**src/rtl/b8b10_pkg.sv**
```systemverilog
// Shared types and constants for the 8b/10b transmit controller.
// Compile-time option B8B10_CCOMP_EN (see b8b10_tx_ctrl) lives in the top file.
package b8b10_pkg;

   typedef enum logic [1:0] {
      ST_OFF  = 2'd0,
      ST_SYNC = 2'd1,
      ST_DATA = 2'd2
   } state_e;

   localparam logic [7:0] K28_5  = 8'hBC;
   localparam logic       RD_NEG = 1'b0;
   localparam logic       RD_POS = 1'b1;

   function automatic logic [3:0] popcount10(input logic [9:0] code);
      logic [3:0] n;
      n = '0;
      for (int unsigned i = 0; i < 10; i++) begin
         n = n + {3'b000, code[i]};
      end
      return n;
   endfunction

endpackage

```
**src/rtl/b8b10_rd_track.sv**
```systemverilog
// Running-disparity tracker: follows codeword weight and flags illegal weights
// (sticky until reset).
module b8b10_rd_track
   import b8b10_pkg::*;
(
   input  logic       clk,
   input  logic       rst,
   input  logic [9:0] enc_code,
   input  logic       enc_valid,
   output logic       enc_rd,
   output logic       code_err
);

   logic [3:0] weight;
   logic       rd_q, rd_d;
   logic       err_q, err_d;

   always_comb begin
      weight = popcount10(enc_code);
      rd_d   = rd_q;
      err_d  = err_q;
      if (enc_valid) begin
         // Balanced (weight 5) codewords leave disparity unchanged
         if (weight > 4'd5) begin
            rd_d = RD_POS;
         end else if (weight < 4'd5) begin
            rd_d = RD_NEG;
         end
         if (weight < 4'd4 || weight > 4'd6) begin
            err_d = 1'b1;
         end
      end
   end

   always_ff @(posedge clk or negedge rst) begin
      if (!rst) begin
         rd_q  <= RD_NEG;
         err_q <= 1'b0;
      end else begin
         rd_q  <= rd_d;
         err_q <= err_d;
      end
   end

   assign enc_rd   = rd_q;
   assign code_err = err_q;

endmodule

```
**src/rtl/b8b10_tx_ctrl.sv**
```systemverilog
// 8b/10b transmit controller: OFF -> SYNC (K28.5 commas) -> DATA payload.
// Define B8B10_CCOMP_EN to insert a clock-compensation comma every CCOMP_PERIOD DATA cycles.
module b8b10_tx_ctrl
   import b8b10_pkg::*;
#(
   parameter int unsigned SYNC_LEN     = 16,
   parameter int unsigned CCOMP_PERIOD = 256
) (
   input  logic       clk,
   input  logic       rst,
   input  logic       link_en,
   input  logic [7:0] s_data,
   input  logic       s_valid,
   output logic       s_ready,
   output logic [7:0] enc_data,
   output logic       enc_k,
   output logic       enc_valid,
   output logic       enc_rd,
   input  logic [9:0] enc_code,
   output logic       link_up,
   output logic       code_err
);

   if (SYNC_LEN < 1 || SYNC_LEN > 255 || CCOMP_PERIOD < 2 || CCOMP_PERIOD > 65535) begin : g_bad_param
      $error("b8b10_tx_ctrl: SYNC_LEN or CCOMP_PERIOD out of range");
   end

   localparam logic [7:0] SYNC_LAST = 8'(SYNC_LEN - 1);

   state_e     state_q, state_d;
   logic [7:0] sync_cnt_q, sync_cnt_d;
   logic       link_up_q, link_up_d;
   logic       comp_due;
   logic       accept;

`ifdef B8B10_CCOMP_EN
   localparam logic [15:0] CCOMP_LAST = 16'(CCOMP_PERIOD - 1);

   logic [15:0] ccomp_cnt_q, ccomp_cnt_d;

   assign comp_due = (state_q == ST_DATA) && (ccomp_cnt_q == CCOMP_LAST);

   always_comb begin
      ccomp_cnt_d = '0;
      if (link_en && state_q == ST_DATA) begin
         ccomp_cnt_d = comp_due ? '0 : ccomp_cnt_q + 16'd1;
      end
   end

   always_ff @(posedge clk or negedge rst) begin
      if (!rst) begin
         ccomp_cnt_q <= '0;
      end else begin
         ccomp_cnt_q <= ccomp_cnt_d;
      end
   end
`else
   assign comp_due = 1'b0;
`endif

   always_comb begin
      state_d    = state_q;
      sync_cnt_d = sync_cnt_q;
      link_up_d  = link_up_q;
      if (!link_en) begin
         state_d    = ST_OFF;
         sync_cnt_d = '0;
         link_up_d  = 1'b0;
      end else begin
         case (state_q)
            ST_OFF: begin
               state_d    = ST_SYNC;
               sync_cnt_d = '0;
            end
            ST_SYNC: begin
               if (sync_cnt_q == SYNC_LAST) begin
                  state_d    = ST_DATA;
                  sync_cnt_d = '0;
                  link_up_d  = 1'b1;
               end else begin
                  sync_cnt_d = sync_cnt_q + 8'd1;
               end
            end
            ST_DATA: ;
            default: state_d = ST_OFF;
         endcase
      end
   end

   always_ff @(posedge clk or negedge rst) begin
      if (!rst) begin
         state_q    <= ST_OFF;
         sync_cnt_q <= '0;
         link_up_q  <= 1'b0;
      end else begin
         state_q    <= state_d;
         sync_cnt_q <= sync_cnt_d;
         link_up_q  <= link_up_d;
      end
   end

   // Encoder side is combinational so an accepted byte reaches it the same cycle
   assign s_ready   = (state_q == ST_DATA) && !comp_due;
   assign accept    = s_ready && s_valid;
   assign enc_valid = (state_q != ST_OFF);
   assign link_up   = link_up_q;

   always_comb begin
      enc_k    = 1'b0;
      enc_data = '0;
      case (state_q)
         ST_SYNC: begin
            enc_k    = 1'b1;
            enc_data = K28_5;
         end
         ST_DATA: begin
            if (accept) begin
               enc_data = s_data;
            end else begin
               enc_k    = 1'b1;
               enc_data = K28_5;
            end
         end
         default: ;
      endcase
   end

   b8b10_rd_track u_rd_track (
      .clk       (clk),
      .rst       (rst),
      .enc_code  (enc_code),
      .enc_valid (enc_valid),
      .enc_rd    (enc_rd),
      .code_err  (code_err)
   );

endmodule

```
**config.mk**
```make
export PLATFORM = sky130hd
export DESIGN_NAME = b8b10_tx_ctrl
export DESIGN_NICKNAME = d
export VERILOG_FILES = /design/src/rtl/b8b10_pkg.sv /design/src/rtl/b8b10_rd_track.sv /design/src/rtl/b8b10_tx_ctrl.sv
export SDC_FILE = /design/constraint.sdc
export NUM_CORES = 1
export LEC_CHECK = 0
export BUFFER_PORTS_ARGS = -buffer_cell sky130_fd_sc_hd__buf_2
export CORE_MARGIN = 10
export CORE_UTILIZATION = 46
export CTS_BUF_LIST = sky130_fd_sc_hd__clkbuf_8 sky130_fd_sc_hd__clkbuf_16
export DETAILED_ROUTE_END_ITERATION = 7
export PLACE_DENSITY = 0.79
export SLEW_MARGIN = 40
export SYNTH_ARGS = -nofsm -noshare
export SYNTH_HDL_FRONTEND = slang
export SYNTH_HIERARCHICAL = 1
export SYNTH_SLANG_ARGS = --single-unit
```
**constraint.sdc**
```tcl
create_clock -name clk -period 4.3 [get_ports clk]
set_clock_uncertainty 0.05 [all_clocks]
set_input_delay 0.43 -clock clk [delete_from_list [all_inputs] [get_ports clk]]
set_output_delay 0.43 -clock clk [all_outputs]
set_load 0.01 [all_outputs]
```
==> impl_metrics.env, run 1 <==
export IMPL_clkTransAtPathRegs_ns=0.05
export IMPL_cts_tree="done"
export IMPL_power_density_nw_per_um2=331
export IMPL_postCtsHoldBufs=0
export IMPL_drtAntennaViolNets=0
export IMPL_hold_violations=0
export IMPL_synth_seq_area_share_pct=30.1
export IMPL_yosysWarnings=6
export IMPL_insertion_delay_ns=0.24
export IMPL_crit_top_cell="fa_1"
export IMPL_power_uw=437
export IMPL_clock_fmax_ghz=0.316
export IMPL_syn_to_final_growth_pct=22.2
export IMPL_grt_pass1_wl_mm=4.17
export IMPL_die_h_um=68.5
export IMPL_numCtsBuffers=3
export IMPL_drt_initial_drc_count=58
export IMPL_drv_cap=0
export IMPL_slew_headroom_pct=63.6
export IMPL_start_util_pct=48.3
export IMPL_instances_no_fill=190
export IMPL_dp_hpwl_mm=2.01
export IMPL_drt_total_wl_mm=2.41
export IMPL_rows=17
export IMPL_dp_cells=186
export IMPL_cts_sinks=13
export IMPL_grt_use_total_pct=11.2
export IMPL_antenna_found_initial=0
export IMPL_ys_async_sr_fraction_pct=100
export IMPL_cts_buffer_depth=2
export IMPL_grt_pass1_vias=1049
export IMPL_hold_class="in -> async"
export IMPL_synth_top_area_share_pct=30.1
export IMPL_post_route_util_pct=59.1
export IMPL_synth_area_um2=1080
export IMPL_synth_seq_cells=13
export IMPL_dr_pass1_iters=4
export IMPL_reg2reg_depth=5
export IMPL_synth_area_per_cell_um2=8.50
export IMPL_h_tree_depth=1
export IMPL_dieWidth_um=68.5
export IMPL_grt_max_degree=14
export IMPL_slowest_stage="fa_1"
export IMPL_port_buffers=35
export IMPL_setup_viol=0
export IMPL_status="finished, final reports clean"
export IMPL_die_area_um2=4690
export IMPL_io_pins=36
export IMPL_place_congestion=0.743
export IMPL_yosys_top_cells_area="dfrtp_1 (30%), fa_1 (11%), ha_1 (8.1%)"
export IMPL_worstMarginPinSlew_ns=0.541
export IMPL_path_cells="buf_2 > fa_1 > inv_1 > fa_1 > fa_1 > inv_1 > ha_1 > inv_1 > fa_1 > and3b_1 > a31oi_1 > o21ai_1 > a21oi_1"
export IMPL_synthCells=127
export IMPL_yosysMostFrequentCell="inv_1"
export IMPL_ys_types=34
export IMPL_cts_setup_buffers=0
export IMPL_synth_edff_count=0
export IMPL_start_kind="primary input"
export IMPL_fin_crit_sh_pct=73.7
export IMPL_root_buffer="clkbuf_8"
export IMPL_end_kind="flop"
export IMPL_num_vias=969
export IMPL_wl_per_cell_um=12.7
export IMPL_tns_ns=0
export IMPL_gr_total_overflow=0
export IMPL_crit_path_max_fanout=5
export IMPL_critical_path_max_stage_delay_ns=0.52
export IMPL_ys_flop_type="dfrtp_1"
export IMPL_drc=0
export IMPL_cts_resized=0
export IMPL_n_antenna_cell=0
export IMPL_drive_gt1_share_pct=26.5
export IMPL_maxSlewViolCount=0
export IMPL_crit_required_ns=4.37
export IMPL_drt_vias_per_instance=5.10
export IMPL_path_class="in -> reg"
export IMPL_final_nets=198
export IMPL_core_area_um2=2230
export IMPL_power_leakage_nw=0.721
export IMPL_min_period_ns=3.17
export IMPL_synth_commonest_cells="inv_1 (21), nand2_1 (15), dfrtp_1 (13)"
export IMPL_syn_nets=162
export IMPL_cp_data_arrival_time_ns=3.23
export IMPL_peakVddDrop_mv=0.244
export IMPL_yosysTopAreaCell="dfrtp_1"
export IMPL_rsz0062_at_grt="no"
==> worst paths after layout <==
check / startpoint / endpoint / slack (ns)
max: enc_code[5] / u_rd_track/enc_rd / 1.13
min: rst / sync_cnt_q[6] / 0.02
min in group clk: u_rd_track/code_err / u_rd_track/code_err / 0.43
max reg2reg: sync_cnt_q[0] / state_q[0] / 2.65
min reg2reg: u_rd_track/code_err / u_rd_track/code_err / 0.43
max in group asynchronous: rst / sync_cnt_q[3] / 3.97
==> worst max-delay path, delay by kind of cell <==
kind,cells,cell delay (ns)
compound gates,3,0.24
simple gates,1,0.25
fa+ha+maj,5,2.02
buf+inv,4,0.29
==> registers in the layout (all words and copies together), names as in the netlist <==
signal               cells
u_rd_track/enc_rd        1
u_rd_track/code_err      1
sync_cnt_q               8
state_q                  2
link_up                  1
==> through the flow <==
stage	worst slack, ns	hold WS [ns]	area, µm²
finish	1.13	0.0160	1320
global route	0.958	0.0286	1320
CTS	1.10	0.0243	1320
detailed placement	0.861	0.278	1270
global placement	0.967	0.282	1270
floorplan	1.11	0.0844	1080
==> cell usage in the layout (no fill, tap or decap), drive strengths merged, types with 3 or more instances in the layout <==
cell type	synthesis	routed
fa	6	6
a22oi	3	3
and3	4	4
nand2	15	15
o21a	4	4
nor2b	4	4
nand3	6	6
buf	0	35
nor2	6	6
a21oi	4	4
o21ai	7	7
ha	7	7
inv	21	22
dfrtp	13	13
clkbuf	4	3
==> report_power, final <==
part           switching [mW]  internal [mW]  total, mW
clock network          0.0394         0.0627      0.102
registers             0.00930          0.132      0.142
logic                   0.110         0.0828      0.193
==> logic make-up after synthesis <==
family,Yosys count,synth area share (%)
multiplexers,2,1.85
flip-flops,13,30.1
XOR/XNOR,2,1.62
adder cells (fa/ha/maj),13,19.2
AND/OR/NAND/NOR,45,21.8
buffers and inverters,25,8.69
AO/OA/AOI/OAI,27,16.7
==> routing by layer <==
layer	global-route usage, %	vias to the layer above	routed length (µm)
met5	0	-	0
met4	3.02	0	18
met3	6.69	4	229
met2	18.7	31	1120
met1	11.8	445	1050
li1	-	489	-
==> layout make-up <==
cell class	count	area, µm²
inverters	21	78.8
repair buffers	35	175
fillers	211	913
well taps	28	35.0
clock inverters	1	3.75
clock buffers	3	41.3
multi-input cells	89	661
flip-flops and latches	13	325
Power figures use the tool's default switching activity.
==> run 2, diff against run 1 <==
--- a/config.mk
+++ b/config.mk
@@ -5,12 +5,13 @@
 export SDC_FILE = /design/constraint.sdc
 export NUM_CORES = 1
 export LEC_CHECK = 0
+export ABC_AREA = 1
 export BUFFER_PORTS_ARGS = -buffer_cell sky130_fd_sc_hd__buf_2
 export CORE_MARGIN = 10
-export CORE_UTILIZATION = 46
+export CORE_UTILIZATION = 45
 export CTS_BUF_LIST = sky130_fd_sc_hd__clkbuf_8 sky130_fd_sc_hd__clkbuf_16
 export DETAILED_ROUTE_END_ITERATION = 7
-export PLACE_DENSITY = 0.79
+export PLACE_DENSITY = 0.8
 export SLEW_MARGIN = 40
 export SYNTH_ARGS = -nofsm -noshare
 export SYNTH_HDL_FRONTEND = slang
==> constraint.sdc (replaced) <==
create_clock -name clk -period 2.7 [get_ports clk]
set_clock_uncertainty 0.05 [all_clocks]
set_input_delay 0.27 -clock clk [delete_from_list [all_inputs] [get_ports clk]]
set_output_delay 0.27 -clock clk [all_outputs]
set_load 0.01 [all_outputs]
==> run 2 against run 1 <==
Against the previous run: the run now ends with negative setup slack left; utilization decreased by 1.2 points; largest cell class unchanged; critical path depth increased by 1; hold slack improved by 0.27 ns; sequential share of layout area decreased by 1.6 points.
==> impl_metrics.env, run 2 <==
export IMPL_drc=0
export IMPL_largest_register="sync_cnt_q"
export IMPL_violations="negative setup slack"
export IMPL_grt_max_degree=14
export IMPL_grt_pass1_vias=1004
export IMPL_peakVddDrop_mv=0.370
export IMPL_dieWidth_um=70.0
export IMPL_path_cells="buf_6 > fa_1 > inv_1 > fa_1 > fa_1 > inv_1 > ha_2 > inv_2 > fa_2 > nand2_1 > inv_1 > nand3_2 > nand3_2 > nand2_1"
export IMPL_n_antenna_cell=0
export IMPL_end_kind="flop"
export IMPL_power_density_nw_per_um2=477
export IMPL_synth_edff_count=0
export IMPL_final_nets=237
export IMPL_crit_path_max_fanout=3
export IMPL_hold_violations=0
export IMPL_power_uw=673
export IMPL_path_class="in -> reg"
export IMPL_slew_headroom_pct=80.9
export IMPL_layout_common_cells="nand2_1 (51), inv_1 (38), buf_2 (33)"
export IMPL_die_h_um=70.0
export IMPL_syn_nets=197
export IMPL_synth_seq_cells=13
export IMPL_reg2reg_slack_ns=1.17
export IMPL_rows=18
export IMPL_critical_path_max_stage_delay_ns=0.54
export IMPL_reg2reg_depth=7
export IMPL_syn_to_final_growth_pct=25.4
export IMPL_ys_types=18
export IMPL_grt_pass1_wl_mm=4.17
export IMPL_drt_total_wl_mm=2.35
export IMPL_slowest_stage="fa_2"
export IMPL_numCtsBuffers=3
export IMPL_largest_reg_flops=8
export IMPL_synth_commonest_cells="nand2_1 (51), inv_1 (39), nand3_1 (15)"
export IMPL_yosysTopAreaCell="dfrtp_1"
export IMPL_power_leakage_nw=0.847
export IMPL_cp_data_arrival_time_ns=2.97
export IMPL_tns_ns=-0.317
export IMPL_setup_viol=2
export IMPL_cts_sinks=13
export IMPL_gr_total_overflow=0
export IMPL_cts_setup_buffers=0
export IMPL_top_regs="sync_cnt_q x8, state_q x2"
export IMPL_grt_use_total_pct=9.67
export IMPL_dp_hpwl_mm=1.95
export IMPL_rsz0062_at_grt="yes"
export IMPL_cts_buffer_depth=2
export IMPL_synth_area_um2=1120
export IMPL_start_kind="primary input"
export IMPL_ys_async_sr_fraction_pct=100
export IMPL_clkTransAtPathRegs_ns=0.06
export IMPL_holdWs_ns=0.288
export IMPL_instances_no_fill=231
export IMPL_maxSlewViolCount=0
export IMPL_min_path_cells=2
export IMPL_fin_crit_sh_pct=107
export IMPL_insertion_delay_ns=0.24
export IMPL_drive_gt1_share_pct=25.4
export IMPL_yosysMostFrequentCell="nand2_1"
export IMPL_wl_per_cell_um=10.2
export IMPL_root_buffer="clkbuf_8"
export IMPL_clock_fmax_ghz=0.346
export IMPL_ys_flop_type="dfrtp_1"
export IMPL_place_congestion=0.774
export IMPL_postLayoutCellArea_um2=1410
export IMPL_drv_cap=0
export IMPL_worst_slack_ns=-0.191
export IMPL_hold_class="in -> reg"
export IMPL_nFillCells=226
export IMPL_port_buffers=35
export IMPL_regArea_um2=325
export IMPL_drtAntennaViolNets=0
export IMPL_synth_seq_area_share_pct=29.0
export IMPL_h_tree_depth=1
export IMPL_num_vias=1027
export IMPL_synth_area_per_cell_um2=6.94
export IMPL_crit_required_ns=2.78
export IMPL_final_common_cell="nand2_1"
export IMPL_place_ws_ns=-0.437
export IMPL_drt_initial_drc_count=40
export IMPL_yosys_top_cells_area="dfrtp_1 (29%), nand2_1 (17%), inv_1 (13%)"
export IMPL_dpl_cell_area_um2=1330
export IMPL_io_pins=36
export IMPL_drt_vias_per_instance=4.45
export IMPL_status="complete, but fails checks"
export IMPL_synthCells=162
export IMPL_multi_input_area_um2=657
export IMPL_core_area_um2=2430
export IMPL_dr_pass1_iters=6
export IMPL_synth_top_area_share_pct=29.0
export IMPL_die_area_um2=4900
export IMPL_yosysWarnings=6
export IMPL_post_route_util_pct=57.9
export IMPL_dp_cells=226
export IMPL_start_util_pct=46.2
export IMPL_antenna_found_initial=0
export IMPL_min_period_ns=2.89
export IMPL_worstMarginPinSlew_ns=0.287
export IMPL_cts_tree="done"
[run 2: cell count changes after synthesis, moves of 3 or more]
cell,change
clkbuf_1,-4
nor2b_1,-4
a22oi_1,-3
a21oi_1,-4
nand2_1,+36
nor2_1,+6
nand3_1,+9
o21a_1,-3
and3_1,-4
inv_1,+18
[run 2: worst paths after layout]
| path | start | endpoint |
|---|---|---|
| max reg2reg | state_q[0] | sync_cnt_q[7] |
| max in group asynchronous | rst | sync_cnt_q[7] |
| max | enc_code[5] | u_rd_track/enc_rd |
| min reg2reg | u_rd_track/code_err | u_rd_track/code_err |
| min in group asynchronous | rst | sync_cnt_q[6] |
| min | link_en | link_up |
[run 2: layout make-up]
class                      count  share of cell area, %
inverter                      39                   10.4
sequential                    13                   23.1
tap                           30                   2.66
timing repair buffer          36                   14.0
clock inverter                 1                  0.266
clock buffer                   3                   2.93
multi-input combinational    109                   46.6
[run 2: worst max-delay path, delay by kind of cell]
family,cells,cell delay [ns]
adder cells (fa/ha/maj),5,2.13
buffers and inverters,5,0.31
AND/OR/NAND/NOR,4,0.26
[run 2: logic make-up (layout without fill, tap and decap cells)]
kind of cell | after synthesis | in the layout | share of synthesized area [%]
flops | 13 | 13 | 29.0
simple gates | 89 | 89 | 35.4
fa+ha+maj | 13 | 13 | 18.5
compound gates | 7 | 7 | 3.67
buf+inv | 40 | 79 | 13.5
[run 2: per-layer routing]
layer	global-route usage [%]	vias up	routed length, µm
met3	3.53	2	166
met1	12.2	433	1090
li1	-	562	-
met5	0	-	0
met4	1.97	0	21
met2	15.3	30	1070
[run 2: timing repair]
item                                   CTS  global route
resized for setup                        0             7
hold buffers                             1             0
endpoints found under the hold margin   13             0
setup endpoints to repair                2             2
pin swaps                                0             2
[run 2: report_power, final]
part           switching (mW)  internal (mW)
clock network          0.0671          0.100
logic                   0.174          0.117
registers             0.00735          0.207
